**config.mk**
```make
export PLATFORM = sky130hd
export DESIGN_NAME = regist_bank
export DESIGN_NICKNAME = d
export VERILOG_FILES = /design/src/rtl/regist_bank.sv
export SDC_FILE = /design/constraint.sdc
export NUM_CORES = 1
export LEC_CHECK = 0
export ABC_CLOCK_PERIOD_IN_PS = 3600
export CORE_ASPECT_RATIO = 1.2
export CORE_UTILIZATION = 33
export DETAILED_ROUTE_END_ITERATION = 7
export SLEW_MARGIN = 30
export SYNTH_ARGS = -nofsm -noshare
export SYNTH_HDL_FRONTEND = slang
export SYNTH_SLANG_ARGS = --single-unit
```
**constraint.sdc**
```tcl
create_clock -name clock -period 3.6 [get_ports clock]
set_input_delay 0.72 -clock clock [delete_from_list [all_inputs] [get_ports clock]]
set_output_delay 0.72 -clock clock [all_outputs]
set_load 0.005 [all_outputs]
```
**src/rtl/regist_bank.sv**
```systemverilog
// regist_bank: a bank of CHANNELS accumulator/counter registers, each WIDTH bits
// wide with its own carry/extend bit E. On each clock edge, the channel addressed
// by sel executes one 3-bit op: hold, load, inc, dec, clear, shl, shr or
// complement. Every other channel and E bit holds its value.
//
// Ports
//   clock      rising-edge clock
//   reset      asynchronous, active-high; every channel takes LOAD_VALUE, every E is 0
//   op         operation applied to the selected channel
//   sel        channel select; a value >= CHANNELS changes nothing
//   DATA       load data
//   serial_in  fill bit for shl/shr
//   A          all channel values, channel i at [i*WIDTH +: WIDTH]
//   E          per-channel carry/extend bits
//   rd_data    value of channel sel (0 when sel is out of range), combinational
//   zero       bit i is set when channel i == 0, combinational
module regist_bank #(
   parameter int              WIDTH      = 16,
   parameter int              CHANNELS   = 4,
   parameter logic [WIDTH-1:0] LOAD_VALUE = '0,
   parameter bit              SATURATE   = 1'b0,
   localparam int             SW         = (CHANNELS > 1) ? $clog2(CHANNELS) : 1
) (
   input  logic                      clock,
   input  logic                      reset,
   input  logic [2:0]                op,
   input  logic [SW-1:0]             sel,
   input  logic [WIDTH-1:0]          DATA,
   input  logic                      serial_in,
   output logic [CHANNELS*WIDTH-1:0] A,
   output logic [CHANNELS-1:0]       E,
   output logic [WIDTH-1:0]          rd_data,
   output logic [CHANNELS-1:0]       zero
);

   localparam logic [2:0] OP_HOLD  = 3'b000;
   localparam logic [2:0] OP_LOAD  = 3'b001;
   localparam logic [2:0] OP_INC   = 3'b010;
   localparam logic [2:0] OP_DEC   = 3'b011;
   localparam logic [2:0] OP_CLEAR = 3'b100;
   localparam logic [2:0] OP_SHL   = 3'b101;
   localparam logic [2:0] OP_SHR   = 3'b110;
   localparam logic [2:0] OP_CMPL  = 3'b111;

   logic [CHANNELS-1:0][WIDTH-1:0] r_q;
   logic [CHANNELS-1:0]            e_q;
   logic [CHANNELS-1:0]            hit;
   logic [WIDTH-1:0]               cur_r;
   logic                           cur_e;
   logic [WIDTH-1:0]               nxt_r;
   logic                           nxt_e;

   // An out-of-range sel matches no channel, so cur_r stays 0. That zero is
   // also what rd_data returns in that case.
   always_comb begin
      hit   = '0;
      cur_r = '0;
      cur_e = 1'b0;
      for (int i = 0; i < CHANNELS; i++) begin
         if (sel == SW'(i)) begin
            hit[i] = 1'b1;
            cur_r  = r_q[i];
            cur_e  = e_q[i];
         end
      end
   end

   // One shared next-state datapath, steered to whichever channel is selected.
   always_comb begin
      nxt_r = cur_r;
      nxt_e = cur_e;
      case (op)
         OP_HOLD: ;
         OP_LOAD: nxt_r = DATA;
         OP_INC: begin
            if (SATURATE && (&cur_r)) begin
               nxt_e = 1'b1;
            end else begin
               {nxt_e, nxt_r} = {1'b0, cur_r} + (WIDTH+1)'(1);
            end
         end
         OP_DEC: begin
            if (cur_r == '0) begin
               nxt_e = 1'b1;
               nxt_r = SATURATE ? '0 : '1;
            end else begin
               nxt_e = 1'b0;
               nxt_r = cur_r - WIDTH'(1);
            end
         end
         OP_CLEAR: begin
            nxt_r = '0;
            nxt_e = 1'b0;
         end
         OP_SHL: begin
            nxt_e = cur_r[WIDTH-1];
            nxt_r = {cur_r[WIDTH-2:0], serial_in};
         end
         OP_SHR: begin
            nxt_e = cur_r[0];
            nxt_r = {serial_in, cur_r[WIDTH-1:1]};
         end
         OP_CMPL: nxt_r = ~cur_r;
         default: ;
      endcase
   end

   always_ff @(posedge clock or posedge reset) begin
      if (reset) begin
         for (int i = 0; i < CHANNELS; i++) begin
            r_q[i] <= LOAD_VALUE;
         end
         e_q <= '0;
      end else begin
         for (int i = 0; i < CHANNELS; i++) begin
            if (hit[i]) begin
               r_q[i] <= nxt_r;
               e_q[i] <= nxt_e;
            end
         end
      end
   end

   always_comb begin
      for (int i = 0; i < CHANNELS; i++) begin
         zero[i] = (r_q[i] == '0);
      end
   end

   assign A       = r_q;
   assign E       = e_q;
   assign rd_data = cur_r;

endmodule

```
Word-level counts from Yosys, hierarchy flattened
Index checks and enable logic that the tools add are counted.

Flip-flop bits (word level): 68. Input bits: 24. Output and inout port bits: 88. Word-level logic and storage cells: 43.

Add/sub/neg operators: 2. Equality and inequality tests: 10. Muxes and demuxes: 16. Bitwise gates (word level): 1. Reductions and logical operators: 6.

Operator list (count): $pmux 16 s7 (1); $logic_not 16->1 (5); $mux 16 (5); $add 16x1->17 const B (1); $not 16->16 (1); $sub 16x1->16 const B (1); $eq 3x3->1 const B (4); $mux 1 (9); $eq 3x2->1 const B (2); $pmux 1 s5 (1); $eq 2x2->1 const B (2); $eq 3x1->1 const B (1); $eq 2x1->1 const B (1); $logic_not 2->1 (1).

Depth between registers and ports, before layout
Depth in word-level cells: 8. Depth in mapped cells: 14. Gate-level depth less buffers: 9.

Least setup slack after synthesis
No wires, ideal clock.

Path type: input to register. From: input sel[0]. To: register r_q, in the netlist A[14]. Setup time: 0.141 ns. Arrival: 3.706 ns. Required time: 3.459 ns. Setup slack: -0.246 ns. Stages: 13. Path buffers: 4. Cells stage by stage: buf_6 -> buf_6 -> buf_2 -> mux4_2 -> buf_2 -> inv_1 -> ha_1 -> and4b_1 -> o21ai_2 -> or4_4 -> a221o_1 -> a222oi_1 -> o21ai_1.

Word-level cells in the longest chain between the ends: 8. Elaborated cells on any way between the ends: 15. Those cells by class: add/sub (2); eq/ne (3); mux (7); bitwise (1); reduce/logical (2).

Ends and longest elaborated chain: start: declaration (RTL line 27) `input logic [SW-1:0] sel,`; $logic_not 2->1 (RTL line 60) `if (sel == SW'(i)) begin`; $mux 16 (3 in a row) (RTL line 60); $mux 16 * (RTL line 60); net rd_data[0] (RTL line 32) `output logic [WIDTH-1:0] rd_data,`; $sub 16x1->16 or $logic_not 16->1 (tied branches) (RTL line 88, 83); $mux 16 (RTL line 83) `if (cur_r == '0) begin`; $pmux 16 s7 * (RTL line 72) `case (op)`; end signal: indexed assignment (RTL line 117) `r_q[i] <= nxt_r;`; end: declaration (RTL line 45) `logic [CHANNELS-1:0][WIDTH-1:0] r_q;`.

The timed path passes the listed nets; every way through them passes the cells marked *. A chain may end at the register's enable or synchronous reset.

Worst setup path after layout
From: input sel[1]. To: register r_q, in the netlist A[14].

Word-level cells in the longest chain between the ends: 8. Elaborated cells on any way between the ends: 15. Those cells by class: add/sub (2); eq/ne (3); mux (7); bitwise (1); reduce/logical (2).

Ends and longest elaborated chain (RTL line): $logic_not 2->1 (60); $mux 16 (4 in a row) (60); $sub 16x1->16 or $logic_not 16->1 (tied branches) (88, 83); $mux 16 (83); $pmux 16 s7 (72).

Parallel ways exist; a longest one is shown, timed or not.

==> results.yml <==
floorplan:
  initial_core_util_pct: 34.0
  die_x_um: 111
  die_h_um: 133
  rows: 47
  io-pin-count: 112
  die-area_um2: 14700
  coreArea_um2: 13800
yosys:
  netlist_area_um2: 4700
  ys_warn_count: 0
  synth_nets: 578
  synth_cell_types: 71
  synth_largest_area_cell: "dfrtp_1"
  synth_top_area_share_pct: 36.2
  synth-edff-count: 0
  synthTopCellsByCount: "103 x nand2_1, 68 x dfrtp_1, 47 x o21ai_1"
  synth_seq_area_share_pct: 36.2
  synth_flop_cell: "dfrtp_1"
  avgSynthCellArea_um2: 8.51
  yosysMostFrequentCell: "nand2_1"
  syn_inst: 552
  synth_area_leaders: "dfrtp_1 36%, nand2_1 8.2%, mux4_2 7.2%"
  ys_async_sr_fraction_pct: 100
  ys_ff_latch: 68
critical_path:
  cp-end-kind: "flip-flop"
  path_max_fanout: 9
  startpoint: "sel[1]"
  crit_family: "buffers and inverters"
  worstPathCellList: "dlygate4sd2_1, buf_4, mux4_2, nor3_4, nand2_2, or4_4, a221o_1, a222oi_1, buf_4, o21ai_1"
  path_buf_inv: 3
  worstPathArrival_ps: 3600
  regToRegStartpoint: "A[16]"
  critical_path_class: "in2reg"
  cp_data_required_time_ps: 3790
  cpPeakStageDelay_ps: 570
  crit_slowest_cell: "mux4_2"
  path_common_cell: "buf_4"
  critPathLaunchType: "primary input"
pwr:
  vdd_drop_max_mv: 0.286
  cellLeakagePower_nw: 2.81
  powerDensity_nw_per_um2: 547
cts:
  clkTransAtPathRegs_ps: 50
  cts.sinks: 68
  cts_root_buffer: "clkbuf_16"
  clk_latency_ps: 330
  clockBufferDepth: 2
  cts_htree_levels: 3
  cts_buffers: 9
  cts_tree: "built"
timing:
  min_period_ps: 3410
  slew_viol_final: 0
  setup_viol: 0
  relSlewSlack_pct: 55.7
  clock_skew_ps: 4.59
  rsz0062_at_grt: "no"
  worst_pin_slew_ps: 662
  fmax_mhz: 293
  min_period_over_period_pct: 94.8
  setup-tns-final_ps: 0
  final-hold-violation-count: 0
worst_hold_path:
  hold_class: "reg2reg"
  min-delay-start: "E[3]"
routing:
  routedWlPerCell_um: 19.8
  vias: 5076
  via_per_inst: 5.72
  drc: 0
  detail-route-antenna-nets: 0
  drt_iter0_markers: 437
  wl_um: 17600
  first_pass_iters: 5
run_status:
  status: "finished, final reports clean"
placement:
  dp_hpwl_um: 13500
  place.gp.congestion: 0.869
  numPortBuffers: 111
  place_area_um2: 6410
global_route:
  grt-ovfl-total: 0
  grtUsageTotal_pct: 24.1
  grt_antenna_before_repair: 0
  grt_pass1_wl_um: 27900
  grt_max_degree: 35
  first_global_vias: 4941
finish:
  syn_to_final_growth_pct: 45.1
  drive_gt1_share_pct: 20.0
  antennaDiodeCount: 0
  fillCellCount: 1305
  design_area_um2: 6820
  nNetsFinal: 737
flow_run:
  drv_cap: 0
-- sequential cells by signal (all words and copies together), names as in the netlist --
| signal | cells |
|---|---|
| A | 64 |
| E | 4 |
-- per-layer routing --
metal	global-route usage (%)	share of wire, %	vias to the layer above
li1	-	-	2372
met5	0	0	-
met1	33.0	43	2442
met2	39.0	48	229
met3	2.98	6.4	33
met4	9.19	2.7	0
-- placed cells by master, fill, tap and decap left out, drive strengths merged, types with 3 or more instances in the layout --
cell type,instances
clkdlybuf4s50,109
nand2,104
buf,91
o21ai,79
dfrtp,68
nor2,25
a21oi,21
nor4,20
mux4,17
nor3,15
clkbuf,11
inv,10
nand3,9
nand2b,8
a22oi,7
o211ai,7
mux2i,6
o31ai,6
xnor2,6
a221oi,5
and2,5
and4,5
nand4,4
a31oi,4
or3,4
clkinv,4
or4,4
a211oi,4
o21a,3
a21o,3
xor2,3
a311oi,3
and3,3
o2111ai,3
-- stage by stage --
step	total power (W)	hold slack (ps)	worst slack, ps	util [%]	cells
after detailed placement	0.00283	508	-558	46.4	861
after global placement	0.00280	515	-501	46.4	861
after global routing	0.00394	555	54.1	49.3	887
after CTS	0.00372	520	91.3	48.6	877
final	0.00373	527	186	49.3	887
after floorplan	0.00189	490	17.0	-	552
-- worst register-to-register path: cells and delay by family, from the launching register on --
kind            cells  cell delay (ps)
compound gates      3              720
buf+inv             3              470
fa+ha+maj           1              210
mux                 1              290
flops               1              420
simple gates        3              760
-- final timing paths --
path	end	slack [ps]	cells after the start
setup / recovery	A[14]	190	10
setup reg to reg	A[14]	600	11
min in group asynchronous	A[48]	760	2
hold / removal	E[3]	530	2
max in group asynchronous	E[2]	2090	3
hold reg to reg	E[3]	530	2
-- timing repair --
item                                   CTS  global route
setup buffers                            0            10
gates resized for setup                  2             6
pin swaps                                0             4
setup endpoints to repair               10             6
hold buffers                             0             0
endpoints found under the hold margin    0             0
cloned                                   0             0
-- power breakdown --
| part | total, W | switching, W | internal, W | leakage (nW) |
|---|---|---|---|---|
| sequential | 0.00118 | 0.000249 | 0.000929 | 0.869 |
| clock | 0.000877 | 0.000309 | 0.000568 | 0.155 |
| combinational | 0.00168 | 0.000767 | 0.000908 | 1.79 |
| total | 0.00373 | 0.00133 | 0.00240 | 2.81 |
-- area by class of cell --
| cell class | instances | area (um2) | area share (%) |
|---|---|---|---|
| clock inverters | 5 | 50.0 | 0.734 |
| well taps | 171 | 214 | 3.14 |
| inverters | 10 | 37.5 | 0.551 |
| repair buffers | 202 | 1810 | 26.6 |
| clock buffers | 11 | 253 | 3.71 |
| multi-input cells | 420 | 2750 | 40.3 |
| flip-flops and latches | 68 | 1700 | 25.0 |
-- cell families (layout without fill, tap and decap cells) --
logic type | after synthesis | in the layout | share of synthesized area (%)
DFF | 68 | 68 | 36.2
xor gates and xnor gates | 9 | 9 | 1.68
and+or+nand+nor | 215 | 215 | 22.8
muxes | 23 | 23 | 9.59
adders and majority gates | 2 | 2 | 0.533
AOI/OAI and AO/OA | 171 | 171 | 23.0
buffers and inverters | 64 | 228 | 6.23
No activity file was read; power rests on OpenSTA's default activity.
